File: src/rtl/seq_ctrl_unit.sv
// -----------------------------------------------------------------------------
// seq_ctrl_unit
//   Multi-cycle sequencer for the 16-bit ISA. Owns the PC, which drives the
//   combinational instruction memory directly. Every instruction passes through
//   FETCH -> DECODE -> EXEC -> WB, so each one takes exactly four cycles. The
//   unit also handles the zero flag for BRZ and the start, stop and halt
//   controls.
//
// Ports
//   clk, rst        rising-edge clock and synchronous active-high reset
//   start           pulse that begins execution at RST_PC (from IDLE or HALT)
//   stop            requests a halt once the instruction in flight completes
//   imem_addr       instruction-memory address; always equal to the PC
//   imem_instr      instruction word returned for imem_addr
//   alu_zero        datapath zero result, sampled at the end of WB
//   rf_ra/rb/wa     register-file read and write addresses
//   rf_we           register-file write enable, high only during WB
//   alu_op          00 MUL, 01 XNOR, 10 PASS_A, 11 PASS_IMM
//   imm             LDI immediate
//   busy            high in FETCH/DECODE/EXEC/WB
//   halted          high in HALT
//   illegal         sticky flag: an undefined opcode was fetched
// -----------------------------------------------------------------------------
module seq_ctrl_unit #(
  parameter int PC_W       = 8,
  parameter int RST_PC     = 0,
  parameter int STEP_LIMIT = 0
) (
  input  logic            clk,
  input  logic            rst,
  input  logic            start,
  input  logic            stop,
  output logic [PC_W-1:0] imem_addr,
  input  logic [15:0]     imem_instr,
  input  logic            alu_zero,
  output logic [3:0]      rf_ra,
  output logic [3:0]      rf_rb,
  output logic [3:0]      rf_wa,
  output logic            rf_we,
  output logic [1:0]      alu_op,
  output logic [7:0]      imm,
  output logic            busy,
  output logic            halted,
  output logic            illegal
);

  localparam logic [3:0] OP_MUL  = 4'b0000;
  localparam logic [3:0] OP_XNOR = 4'b0010;
  localparam logic [3:0] OP_MOV  = 4'b0100;
  localparam logic [3:0] OP_BRZ  = 4'b0110;
  localparam logic [3:0] OP_LDI  = 4'b1000;

  localparam logic [PC_W-1:0] RST_PC_V = PC_W'(RST_PC);
  localparam logic [31:0]     LIMIT_V  = 32'(STEP_LIMIT);

  typedef enum logic [2:0] {
    ST_IDLE   = 3'd0,
    ST_FETCH  = 3'd1,
    ST_DECODE = 3'd2,
    ST_EXEC   = 3'd3,
    ST_WB     = 3'd4,
    ST_HALT   = 3'd5
  } state_t;

  // True for the five defined opcodes.
  function automatic logic op_legal(input logic [3:0] op);
    case (op)
      OP_MUL, OP_XNOR, OP_MOV, OP_BRZ, OP_LDI: op_legal = 1'b1;
      default:                                 op_legal = 1'b0;
    endcase
  endfunction

  // True for opcodes that write the register file (everything except BRZ).
  function automatic logic op_writes(input logic [3:0] op);
    case (op)
      OP_MUL, OP_XNOR, OP_MOV, OP_LDI: op_writes = 1'b1;
      default:                         op_writes = 1'b0;
    endcase
  endfunction

  // Maps an opcode to the ALU function it needs; BRZ does not use the ALU.
  function automatic logic [1:0] op_alu(input logic [3:0] op);
    case (op)
      OP_MUL:  op_alu = 2'b00;
      OP_XNOR: op_alu = 2'b01;
      OP_MOV:  op_alu = 2'b10;
      OP_LDI:  op_alu = 2'b11;
      default: op_alu = 2'b00;
    endcase
  endfunction

  state_t            state_r;
  state_t            state_nx_s;
  logic [PC_W-1:0]   pc_r;
  logic [15:0]       ir_r;
  logic              z_flag_r;
  logic [31:0]       step_cnt_r;
  logic              stop_pend_r;
  logic [3:0]        rf_ra_r;
  logic [3:0]        rf_rb_r;
  logic [3:0]        rf_wa_r;
  logic              rf_we_r;
  logic [1:0]        alu_op_r;
  logic [7:0]        imm_r;
  logic              busy_r;
  logic              halted_r;
  logic              illegal_r;

  logic [3:0]        op_s;
  logic              legal_s;
  logic              writer_s;
  logic              limit_hit_s;
  logic              busy_nx_s;
  logic              halted_nx_s;
  logic              rf_we_nx_s;

  assign imem_addr = pc_r;
  assign rf_ra     = rf_ra_r;
  assign rf_rb     = rf_rb_r;
  assign rf_wa     = rf_wa_r;
  assign rf_we     = rf_we_r;
  assign alu_op    = alu_op_r;
  assign imm       = imm_r;
  assign busy      = busy_r;
  assign halted    = halted_r;
  assign illegal   = illegal_r;

  // Decode of the latched instruction and the step-limit comparison.
  always_comb begin
    op_s     = ir_r[15:12];
    legal_s  = op_legal(op_s);
    writer_s = op_writes(op_s);
    // The WB in progress is the one that reaches the limit.
    if (LIMIT_V != 32'd0) begin
      limit_hit_s = ((step_cnt_r + 32'd1) >= LIMIT_V);
    end else begin
      limit_hit_s = 1'b0;
    end
  end

  // Next-state logic plus the next values of the state-derived outputs.
  always_comb begin
    state_nx_s  = state_r;
    busy_nx_s   = 1'b0;
    halted_nx_s = 1'b0;
    rf_we_nx_s  = 1'b0;
    case (state_r)
      ST_IDLE: begin
        if (start) begin
          state_nx_s = ST_FETCH;
        end else begin
          state_nx_s = ST_IDLE;
        end
      end
      ST_FETCH:  state_nx_s = ST_DECODE;
      ST_DECODE: begin
        if (legal_s) begin
          state_nx_s = ST_EXEC;
        end else begin
          state_nx_s = ST_HALT;
        end
      end
      ST_EXEC:   state_nx_s = ST_WB;
      ST_WB: begin
        // A stop raised during WB itself still counts as seen.
        if (stop_pend_r || stop || limit_hit_s) begin
          state_nx_s = ST_HALT;
        end else begin
          state_nx_s = ST_FETCH;
        end
      end
      ST_HALT: begin
        if (start) begin
          state_nx_s = ST_FETCH;
        end else begin
          state_nx_s = ST_HALT;
        end
      end
      default:   state_nx_s = ST_IDLE;
    endcase
    // The outputs are registered from the next state, so they line up with it.
    busy_nx_s   = (state_nx_s == ST_FETCH) || (state_nx_s == ST_DECODE) ||
                  (state_nx_s == ST_EXEC)  || (state_nx_s == ST_WB);
    halted_nx_s = (state_nx_s == ST_HALT);
    rf_we_nx_s  = (state_nx_s == ST_WB) && writer_s;
  end

  // State register.
  always_ff @(posedge clk) begin
    if (rst) begin
      state_r <= ST_IDLE;
    end else begin
      state_r <= state_nx_s;
    end
  end

  // PC, instruction register, flags, step counter and registered controls.
  always_ff @(posedge clk) begin
    if (rst) begin
      pc_r        <= RST_PC_V;
      ir_r        <= 16'd0;
      z_flag_r    <= 1'b0;
      step_cnt_r  <= 32'd0;
      stop_pend_r <= 1'b0;
      rf_ra_r     <= 4'd0;
      rf_rb_r     <= 4'd0;
      rf_wa_r     <= 4'd0;
      rf_we_r     <= 1'b0;
      alu_op_r    <= 2'b00;
      imm_r       <= 8'd0;
      busy_r      <= 1'b0;
      halted_r    <= 1'b0;
      illegal_r   <= 1'b0;
    end else begin
      busy_r   <= busy_nx_s;
      halted_r <= halted_nx_s;
      rf_we_r  <= rf_we_nx_s;
      case (state_r)
        ST_IDLE, ST_HALT: begin
          if (start) begin
            pc_r        <= RST_PC_V;
            z_flag_r    <= 1'b0;
            illegal_r   <= 1'b0;
            step_cnt_r  <= 32'd0;
            // Start takes priority; a simultaneous stop is kept as pending.
            stop_pend_r <= stop;
          end
        end
        ST_FETCH: begin
          ir_r        <= imem_instr;
          stop_pend_r <= stop_pend_r | stop;
        end
        ST_DECODE: begin
          if (legal_s) begin
            rf_wa_r     <= ir_r[11:8];
            rf_ra_r     <= ir_r[7:4];
            rf_rb_r     <= ir_r[3:0];
            imm_r       <= ir_r[7:0];
            alu_op_r    <= op_alu(op_s);
            stop_pend_r <= stop_pend_r | stop;
          end else begin
            // Straight to HALT; pc and the zero flag stay where they are.
            illegal_r   <= 1'b1;
            stop_pend_r <= 1'b0;
          end
        end
        ST_EXEC: begin
          if ((op_s == OP_BRZ) && z_flag_r) begin
            pc_r <= PC_W'(ir_r[7:0]);
          end else begin
            pc_r <= pc_r + PC_W'(1);
          end
          stop_pend_r <= stop_pend_r | stop;
        end
        ST_WB: begin
          if (writer_s) begin
            z_flag_r <= alu_zero;
          end
          step_cnt_r  <= step_cnt_r + 32'd1;
          // Any pending stop is consumed by the transition out of WB.
          stop_pend_r <= 1'b0;
        end
        default: begin
          stop_pend_r <= stop_pend_r;
        end
      endcase
    end
  end

endmodule
File: config.mk
export PLATFORM = sky130hd
export DESIGN_NAME = seq_ctrl_unit
export DESIGN_NICKNAME = d
export VERILOG_FILES = /design/src/rtl/seq_ctrl_unit.sv
export SDC_FILE = /design/constraint.sdc
export NUM_CORES = 1
export LEC_CHECK = 0
export CAP_MARGIN = 5
export CORE_AREA = 8 8 74 76
export CTS_CLUSTER_DIAMETER = 150
export DETAILED_ROUTE_END_ITERATION = 8
export DIE_AREA = 0 0 82 84
export GPL_ROUTABILITY_DRIVEN = 0
export HOLD_SLACK_MARGIN = 0.06
export PLACE_DENSITY = 0.83
export SLEW_MARGIN = 20
export SYNTH_ARGS = -nofsm -noshare
export SYNTH_HDL_FRONTEND = slang
export SYNTH_SLANG_ARGS = --single-unit
File: constraint.sdc
create_clock -name clk -period 3.3 [get_ports clk]
set_clock_uncertainty 0.2 [all_clocks]
set_input_delay 0.33 -clock clk [delete_from_list [all_inputs] [get_ports clk]]
set_output_delay 0.33 -clock clk [all_outputs]
set_load 0.05 [all_outputs]
### Word level (Yosys, flattened, before mapping)

Index checks and enable logic that the tools add are counted.

| storage, ports and cells | value |
|---|---|
| flip-flop bits (word level) | 55 |
| input port bits | 21 |
| output and inout bits | 34 |
| logic and storage cells | 73 |

| cells by class | value |
|---|---|
| add/subtract/negate cells | 1 |
| equality and inequality tests | 17 |
| mux-type cells | 19 |
| bitwise logic cells | 1 |
| reduce and logical (&&, ||, !) cells | 21 |

Operator list:

| cell | count |
|---|---|
| 3-bit one-hot mux with 6 select lines | 1 |
| 8-bit 2-to-1 mux | 2 |
| 8-bit one-hot mux with 2 select lines | 1 |
| 3-bit by 2-bit equality test with 1-bit output (second input constant) | 4 |
| 3-bit equality test (second input constant) | 4 |
| 3-bit 2-to-1 mux | 3 |
| 8-bit by 1-bit adder with 8-bit output (second input constant) | 1 |
| 4-bit by 3-bit equality test with 1-bit output (second input constant) | 2 |
| 1-bit 2-to-1 mux | 8 |
| 3-bit by 1-bit equality test with 1-bit output (second input constant) | 2 |
| 2-bit != test (second input constant) | 3 |
| 2-bit one-hot mux with 3 select lines | 1 |
| 2-bit AND reduction | 3 |
| 3-bit AND reduction | 2 |
| 2-bit nonzero test | 3 |
| 5-bit OR reduction | 1 |
| 4-bit by 2-bit equality test with 1-bit output (second input constant) | 1 |
| 4-bit equality test (second input constant) | 1 |
| 4-bit logical NOT | 1 |
| 1-bit logical OR | 4 |
| 1-bit one-hot mux with 2 select lines | 2 |
| 1-bit one-hot mux with 4 select lines | 1 |
| 4-bit nonzero test | 1 |
| 2-bit OR reduction | 2 |
| other kinds (4) | 5 |

### Depth between registers and ports, before layout

| depth | value |
|---|---|
| depth in word-level cells | 9 |
| gate-level depth with buffers | 7 |
| gate-level depth less buffers | 5 |

### Worst setup path after synthesis

No wires, ideal clock.

| timing | value |
|---|---|
| path type | reg-to-reg |
| start | register pc_r[0] (netlist: imem_addr[0]) |
| end | register pc_r[5] (netlist: imem_addr[5]) |
| library setup time | 74 ps |
| arrival | 1838 ps |
| data required time | 3026 ps |
| setup slack | 1187 ps |
| cell stages (with the launch flop) | 5 |
| buffers on the path | 0 |
| period minus slack after synthesis | 2113 ps |
| cells stage by stage | dfxtp_1 -> nand3_1 -> or2_2 -> or4b_1 -> a31oi_1 |

| between the ends | value |
|---|---|
| longest elaborated chain between the ends | 3 |

RTL lines:

| what | RTL line | RTL |
|---|---|---|
| from (decl) | 94 | `logic [PC_W-1:0] pc_r;` |
| from (signal assigned) | 249 | `pc_r <= PC_W'(ir_r[7:0]);` |
| from (signal assigned) | 251 | `pc_r <= pc_r + PC_W'(1);` |
| 8-bit by 1-bit adder with 8-bit output | 251 |  |
| 8-bit 2-to-1 mux | 248 | `if ((op_s == OP_BRZ) && z_flag_r) begin` |
| 8-bit one-hot mux with 2 select lines | 218 | `case (state_r)` |

No other way between the ends.
A chain may end at the register's enable or synchronous reset.

### Final worst setup path

| timing | value |
|---|---|
| start | register state_r[0] |
| end | register pc_r[5] (netlist: imem_addr[5]) |

| between the ends | value |
|---|---|
| longest elaborated chain between the ends | 4 |
| elaborated cells on any way between the ends | 8 |
| those cells by class | eq/ne: 3; mux: 1; reduce/logical: 4 |

RTL lines:

| what | RTL line | RTL |
|---|---|---|
| from (decl) | 92 | `state_t state_r;` |
| from (signal assigned) | 193 | `state_r <= state_nx_s;` |
| 3-bit equality test or 3-bit logical NOT (tied branches) | 218 |  |
| 2-bit OR reduction | -- |  |
| 2-bit != test (no source line) or 2-bit nonzero test (tied branches) | -- |  |
| 2-bit AND reduction (no source line) | -- |  |

Several ways; a longest one is shown, not always the timed one.

==> impl_metrics.tcl <==
set metrics [dict create \
    ys_warn_count 0 \
    worst_setup_hold_path_clk_slew_ns 0.09 \
    die_h_um 84 \
    maxSlewHeadroom_pct 51.79 \
    netlist_instances 260 \
    max_clk_rate_mhz 444.4 \
    worst_hold_path_cell_count 2 \
    wl_um 5274 \
    cts_num_sinks 47 \
    worstSkewPairLatency_ns 0.30 \
    post_synth.cell_area_avg_sq_um 8.417 \
    port_buffers 54 \
    average_routed_wire_per_standard_cell_um 15.07 \
    synth_top_cells_by_area "sky130_fd_sc_hd__dfxtp_1 (43%), sky130_fd_sc_hd__mux2i_1 (7.3%), sky130_fd_sc_hd__nand2_1 (7.0%), sky130_fd_sc_hd__a21oi_1 (5.7%), sky130_fd_sc_hd__nor2_1 (4.3%)" \
    die_area_sq_mm 0.006888 \
    antenna_violations_before_repair 0 \
    avgViaCountPerCell 5.543 \
    critical_path.max_stage_delay_ns 0.80 \
    first_global_vias 1933 \
    num_rows 24 \
    synthDominantCellAreaShare_pct 43.00 \
    dr_total_vias 1940 \
    die-width_um 82 \
    cp_max_fo 21 \
    tritoncts "done" \
    synthesis.nets 282 \
    finalPower_w 0.001145 \
    num_antenna_cells 0 \
    leakage_power_of_the_design_nw 0.9148 \
    synth_flop_cell "sky130_fd_sc_hd__dfxtp_1" \
    cts_buffer_depth 2 \
    synth.ff_latch_count 47 \
    crit_path_start_kind "register" \
    critPathArrivalTime_ns 2.27 \
    post_synth_instance_area_sq_mm 0.002188 \
    post_cts_hold_buffer_count 0 \
    path_class "reg2reg" \
    r2r-end "imem_addr[5]$_SDFFE_PP0P_" \
    finish.utilization_pct 64.47 \
    final-instance-count-excl-fill 350 \
    drive_above_1_share_pct 4.698 \
    reg2reg_slack_ns 1.05 \
    fin_setup_tns_ns 0 \
    placedCellCount 342 \
    synth_edf_count 0 \
    detailedRoute.firstPassIterationCount 4 \
    mostFrequentLayoutCells "sky130_fd_sc_hd__clkdlybuf4s50_1 (54), sky130_fd_sc_hd__dfxtp_1 (47), sky130_fd_sc_hd__nand2_1 (41)" \
    power_per_cell_area_mw_per_mm2 416.6 \
    route.detailed.drc 0 \
    max-cap-violations 0 \
    layout.cells.most_common "sky130_fd_sc_hd__clkdlybuf4s50_1" \
    groute.usage.overall_pct 16.06 \
    worstRegToRegCells 3 \
    wire_length_of_the_first_global_routing_pass_um 8997 \
    grt_overflow_total 0 \
    hp-start "ir_r[8]$_SDFFE_PP0N_" \
    io-pin-count 55 \
    crit_path_capture_type "register" \
    async_flop_share_pct 0 \
    timing.critical_path.cells "and3b_1, or4b_1, a31oi_1" \
    fin_nets 319 \
    worst_pin_slew_ns 0.7222 \
    synth_cell_types 48 \
    synth.yosys.seq_area_share_pct 43.00 \
    largest_net_degree_at_the_start_of_global_routing 29 \
    fin_crit_sh_pct 68.19 \
    drt_first_iter_violations 192 \
    irDropWorstVdd_uv 286.6 \
    design.core.area_sq_mm 0.004264 \
    post_cts.resized_instances 0 \
    timing_max_transition_violations_final 0 \
    status "finished clean" \
    start_util_pct 51.32 \
    synth.largest_area_cell "sky130_fd_sc_hd__dfxtp_1" \
    root_buffer "sky130_fd_sc_hd__clkbuf_8" \
    timing.critical_path.slowest_stage_cell "sky130_fd_sc_hd__dfxtp_1" \
    filler_cell_count 380 \
    ant_nets 0 \
    hold_end "ir_r[8]$_SDFFE_PP0N_" \
    rsz0062_at_grt "false" \
    post-cts-setup-buffers 0 \
    place_area_sq_mm 0.002664 \
    hold_path_class "reg2reg" \
    cp.required_ns 3.32 \
    final-setup-viol-count 0 \
    cts_h_tree_depth 2 \
    hold_viol 0 \
    finalInstanceArea_sq_mm 0.002749 \
    syn2layout_area_growth_pct 25.61 \
    final.min_clock_period_ns 2.250 \
    reg2reg_launch_point "state_r[0]$_SDFF_PP0_" \
    post-dp-hpwl_um 3696 \
    numCtsBuffers 5 \
]
-- flip-flops by register name (all words and copies together) (netlist names) --
signal / cells
alu_op: 2
busy: 1
halted: 1
illegal: 1
imem_addr: 8
imm: 1
ir_r: 16
rf_ra: 4
rf_rb: 3
rf_wa: 4
rf_we: 1
state_r: 3
stop_pend_r: 1
z_flag_r: 1
-- critical path, delay by kind of cell (launching register included) --
kind             cells  cell delay (ns)
AND/OR/NAND/NOR      2             1.01
AO/OA/AOI/OAI        1             0.16
flip-flops           1             0.80
-- where the power goes --
part / internal (W) / total, W / switching [W]
Clock: 0.000148 / 0.000340 / 0.000192
Combinational: 0.0000788 / 0.000179 / 0.0000999
Sequential: 0.000591 / 0.000626 / 0.0000357
Total: 0.000818 / 0.00115 / 0.000327
-- layout make-up --
class	instances	area (sq um)	share of cell area, %
sequential	47	940.9	34.23
multi-input combinational	180	1076	39.14
clock inverter	2	12.51	0.4552
tap	52	65.06	2.367
clock buffer	6	72.57	2.640
inverter	7	26.28	0.9558
timing repair buffer	56	555.5	20.21
-- how the worst max path moves through the flow --
stage	from	to	slack, ns	depth (start not counted)
finish	state_r[0]$_SDFF_PP0_	imem_addr[5]$_SDFFE_PP0P_	1.05	3
global placement	start	imem_addr[4]$_SDFFE_PP0P_	1.10	5
CTS	state_r[0]$_SDFF_PP0_	imem_addr[5]$_SDFFE_PP0P_	1.09	3
floorplan	imem_addr[0]$_SDFFE_PP0P_	imem_addr[5]$_SDFFE_PP0P_	1.19	4
detailed placement	start	imem_addr[4]$_SDFFE_PP0P_	1.06	5
global route	state_r[0]$_SDFF_PP0_	imem_addr[5]$_SDFFE_PP0P_	0.93	3
-- metal layers --
layer  vias up  routed length [um]  part of all wire [%]  track usage [%]
met2        48                2488                    47            24.93
met4         0                  73                   1.4            6.230
li1        974                   -                     -                -
met5         -                   0                     0                0
met1       911                2407                    46            20.10
met3         7                 304                   5.8            4.526
-- cell usage after synthesis, types with 5 or more instances --
master / number
sky130_fd_sc_hd__a31oi_1: 6
sky130_fd_sc_hd__inv_1: 7
sky130_fd_sc_hd__nor2_1: 25
sky130_fd_sc_hd__buf_2: 7
sky130_fd_sc_hd__buf_4: 8
sky130_fd_sc_hd__nor3_1: 9
sky130_fd_sc_hd__a21oi_1: 25
sky130_fd_sc_hd__dfxtp_1: 47
sky130_fd_sc_hd__clkbuf_1: 8
sky130_fd_sc_hd__mux2i_1: 16
sky130_fd_sc_hd__nand2b_1: 5
sky130_fd_sc_hd__nand2_1: 41
sky130_fd_sc_hd__o21ai_0: 5
-- through the flow --
stage	hold WS, ns	setup WS [ns]
floorplan	0.2360	1.187
global placement	0.2426	1.095
detailed placement	0.2527	1.061
CTS	0.2646	1.095
global route	0.2891	0.9292
finish	0.2625	1.050
-- logic make-up (layout without fill, tap and decap cells) --
logic type	after synthesis	after routing	synth area share, %
and+or+nand+nor	102	102	22.58
adders and majority gates	2	2	1.029
DFF	47	47	43.00
buffers and inverters	33	71	7.833
xor gates and xnor gates	2	2	0.8006
muxes	16	16	7.318
AOI/OAI and AO/OA	58	58	17.44
(Power assumes the default switching activity.)
